## src/rtl/mash111_dsm.sv

```systemverilog
// MASH 1-1-1 delta-sigma modulator for fractional-N division: three cascaded
// first-order accumulators with carry noise-shaping and clamped divider ratio.
module mash111_dsm #(
    parameter int WIDTH     = 16,
    parameter bit DITHER_EN = 1'b0
) (
    input  logic             clk,
    input  logic             rst,
    input  logic             en,
    input  logic             frac_load,
    input  logic [WIDTH-1:0] frac_in,
    input  logic [7:0]       n_int,
    output logic [3:0]       div_offset,
    output logic [8:0]       div_ratio,
    output logic             valid
);

    logic [WIDTH-1:0] frac_reg;
    logic [WIDTH-1:0] acc1, acc2, acc3;
    logic [WIDTH:0]   s1, s2, s3;
    logic             c2_d1, c3_d1, c3_d2;
    logic [14:0]      lfsr;
    logic             d;
    logic [3:0]       y;
    logic [9:0]       ratio_sum;

    always_comb begin
        d = 1'b0;
        if (DITHER_EN)
            d = lfsr[0];
        s1 = {1'b0, acc1} + {1'b0, frac_reg} + {{WIDTH{1'b0}}, d};
        s2 = {1'b0, acc2} + {1'b0, s1[WIDTH-1:0]};
        s3 = {1'b0, acc3} + {1'b0, s2[WIDTH-1:0]};
        // Modulo-16 arithmetic yields the correct two's complement result in -3..+4
        y = {3'b000, s1[WIDTH]}
          + {3'b000, s2[WIDTH]} - {3'b000, c2_d1}
          + {3'b000, s3[WIDTH]} - {2'b00, c3_d1, 1'b0} + {3'b000, c3_d2};
        ratio_sum = {2'b00, n_int} + {{6{div_offset[3]}}, div_offset};
    end

    always_ff @(posedge clk or posedge rst) begin
        if (rst) begin
            frac_reg   <= '0;
            acc1       <= '0;
            acc2       <= '0;
            acc3       <= '0;
            c2_d1      <= 1'b0;
            c3_d1      <= 1'b0;
            c3_d2      <= 1'b0;
            lfsr       <= 15'h0001;
            div_offset <= '0;
            div_ratio  <= '0;
            valid      <= 1'b0;
        end else begin
            if (frac_load)
                frac_reg <= frac_in;
            // Ratio follows n_int every cycle; negative sums clamp to zero
            div_ratio <= ratio_sum[9] ? '0 : ratio_sum[8:0];
            if (en) begin
                acc1       <= s1[WIDTH-1:0];
                acc2       <= s2[WIDTH-1:0];
                acc3       <= s3[WIDTH-1:0];
                c2_d1      <= s2[WIDTH];
                c3_d1      <= s3[WIDTH];
                c3_d2      <= c3_d1;
                div_offset <= y;
                valid      <= 1'b1;
                if (DITHER_EN)
                    lfsr <= {lfsr[13:0], lfsr[14] ^ lfsr[13]};
            end
        end
    end

endmodule

```

## config.mk

```make
export PLATFORM = sky130hd
export DESIGN_NAME = mash111_dsm
export DESIGN_NICKNAME = d
export VERILOG_FILES = /design/src/rtl/mash111_dsm.sv
export SDC_FILE = /design/constraint.sdc
export NUM_CORES = 1
export LEC_CHECK = 0
export BUFFER_PORTS_ARGS = -buffer_cell sky130_fd_sc_hd__buf_2
export CAP_MARGIN = 10
export CORE_AREA = 5 5 79 153
export DETAILED_ROUTE_END_ITERATION = 12
export DIE_AREA = 0 0 84 158
export HOLD_SLACK_MARGIN = 0.05
export PLACE_DENSITY = 0.76
export SLEW_MARGIN = 20
export SYNTH_ARGS = -nofsm -noshare
export SYNTH_HDL_FRONTEND = slang
export SYNTH_SLANG_ARGS = --single-unit
export TNS_END_PERCENT = 10
```

## constraint.sdc

```tcl
create_clock -name clk -period 4.8 [get_ports clk]
set_clock_uncertainty 0.05 [all_clocks]
set_input_delay 0.24 -clock clk [delete_from_list [all_inputs] [get_ports clk]]
set_output_delay 0.24 -clock clk [all_outputs]
set_load 0.01 [all_outputs]
```

==> results.toml <==
[flow_run]
maxCapViolCount = 0

[synthesis]
synth_cell_type_count = 69
synth-seq-cells = 81
syn_inst = 585
synth_ff_type = "dfrtp_1"
synth-edff-count = 0
yosysSeqAreaShare_pct = 34.8
syn_avg_cell_area_um2 = 9.97
synth_async_sr_flop_share_pct = 100
synthesis.area_um2 = 5830
yosysWarnings = 0
synth_nets = 683

[placed_design]
hpwl_mm = 11.1
numPortBuffers = 41
post_dp_cell_area_um2 = 6870
place_ws_ns = -0.595
gp_congestion = 0.940

[global_route]
grt_remaining_overflow = 0
grt_max_degree = 65
antenna_found_initial = 0
grt_pass1_vias = 5743
track_usage_pct = 23.9
grt_pass1_wl_mm = 25.3

[final_layout]
final_area_um2 = 7610
layout_common_cells = "buf_4 (113), dfrtp_1 (81), ha_1 (58)"
area_delta_synth_final_pct = 30.5
drive_gt1_share_pct = 38.2
final_core_util_pct = 70.4
fin_nets = 835
final_common_cell = "buf_4"
n_antenna_cell = 0

[routing]
finalWirelength_mm = 16.8
first_iter_violations = 308
post_drt_wl_per_cell_um = 19.0
vias = 5418
drc_errors = 0
viasPerCell = 6.15
drt-pass1-iter-count = 5
ant_nets = 0

[clock_network]
h-tree-depth = 3
clk_latency_ns = 0.34
cts_tree = "done"
clockBufferDepth = 2
cts_buffers = 9
path_clk_slew_ns = 0.06
tritoncts_num_sinks = 81
cts_root_buf = "clkbuf_16"

[worst_setup_path]
cpPeakStageDelay_ns = 0.39
end_kind = "register"
path_cells = "ha_1 -> a21o_1 -> a21o_1 -> a2111oi_4 -> buf_4 -> nor2_1 -> xor2_2 -> ha_4 -> a211oi_1 -> o21ai_0 -> nand2_1 -> nand2_2 -> xor2_2 -> ha_1 -> buf_4 -> nand3_2 -> nor4_4 -> o21ai_2 -> a21oi_2 -> fa_2 -> inv_2 -> ha_4 -> xnor2_1 -> mux2_2"
startpoint = "acc1[1]$_DFFE_PP0P_"
crit_end = "div_offset[2]$_DFFE_PP0P_"
r2r_end = "div_offset[2]$_DFFE_PP0P_"
r2r_cells = 24
cpMaxStageDelayCell = "dfrtp_1"
r2r_start = "acc1[1]$_DFFE_PP0P_"
crit_required_ns = 4.98
cp_max_fo = 5
startpoint_type = "register"
crit_arrival_ns = 5.47
path_class = "register to register"
r2r_setup_slack_ns = -0.49

[run_status]
failed_checks = "negative setup slack"
outcome = "finished, violations left"

[timing]
hold_slack_ns = 0.0754
fin_crit_ns = 5.29
rsz0062_at_grt = "yes"
fin_ws_ns = -0.494
fmax_ghz = 0.189
finalCritPeriodShare_pct = 110
hold_viol = 0
setup_viol = 5
drv_slew = 0
relSlewSlack_pct = 43.5
tightest_slew_ns = 0.847

[hold_path]
hp-class = "primary input to register"

[floorplanning]
fp-row-count = 54
initial_core_util_pct = 53.9
fp.dieArea_um2 = 13300
io_pins = 42
die_w_um = 84
core_region_area_um2 = 10800
dieHeight_um = 158
Yosys cell counts, drive strengths merged (5+ instances only):
cell    count  area (um^2)
dfrtp      81         2030
ha         64          801
mux2       49          556
nor2       47          176
a21oi      44          224
nand2      32          120
inv        31          116
xnor2      26          228
o21ai      23          119
a21o       15          120
nand3      15         75.1
nor3       13         70.1
o21a       11         82.6
clkbuf     10         38.8
o31ai      10         80.1
xor2       10         87.6
nor2b       9         56.3
a211oi      6         50.1
fa          6          120
o211ai      6         45.0
or3         6         37.5
o21bai      5         37.5
layer usage:
metal  up-vias  wire (um)  global-route usage, %
li1       2440          -                      -
met1      2640       5440                   21.3
met2       215       9230                   45.5
met3       123        632                   4.11
met4         0       1450                   19.9
met5         -          0                      0
what timing repair did:
action | 4_1_cts | 5_1_grt
hold endpoints to repair | 17 | 0
endpoints found under the setup margin | 5 | 6
resized for setup | 23 | 33
buffers inserted | 12 | 8
hold buffers | 1 | 0
pin swaps | 23 | 28
cell type report:
class | count | area, um^2
clock buffer | 9 | 225
clock inverter | 6 | 83.8
fill | 771 | 3200
inverter | 32 | 121
multi-input combinational | 458 | 3910
sequential | 81 | 2030
tap | 140 | 175
timing repair buffer | 155 | 1060
per-stage QoR:
stage | instances | setup TNS [ns]
global placement | 845 | -0.830
global route | 881 | -2.98
CTS | 873 | -1.05
finish | 881 | -1.60
floorplan | 585 | 0
detailed placement | 845 | -1.91
kinds of logic (layout without fill, tap and decap cells):
group	after synthesis	after routing	share of synthesized area, %
AO/OA/AOI/OAI	155	155	19.1
XOR/XNOR	36	36	5.41
adder cells (fa/ha/maj)	70	70	15.8
buffers and inverters	46	202	3.13
flip-flops	81	81	34.8
multiplexers	50	50	9.70
AND/OR/NAND/NOR	147	147	12.2
worst min-delay path by stage:
| stage | start | to | depth (start not counted) | slack [ns] |
|---|---|---|---|---|
| CTS | frac_in[8] | frac_reg[8]$_DFFE_PP0P_ | 2 | 0.07 |
| global placement | rst | frac_reg[14]$_DFFE_PP0P_ | 2 | 0.14 |
| detailed placement | rst | frac_reg[12]$_DFFE_PP0P_ | 2 | 0.15 |
| global route | frac_in[5] | frac_reg[5]$_DFFE_PP0P_ | 2 | 0.08 |
| finish | frac_in[12] | frac_reg[12]$_DFFE_PP0P_ | 2 | 0.08 |
| floorplan | frac_in[10] | frac_reg[10]$_DFFE_PP0P_ | 1 | 0.34 |
critical path: cells and delay by family, from the launching register on:
family | cells | cell delay [ns]
compound gates | 7 | 1.55
xor+xnor | 3 | 0.60
fa+ha+maj | 5 | 1.25
buf+inv | 3 | 0.39
flops | 1 | 0.39
mux | 1 | 0.26
simple gates | 5 | 0.68
Power is left out: the tool's default activity adds up to more than one toggle a clock period on the data nets, which glitch-free logic cannot reach.
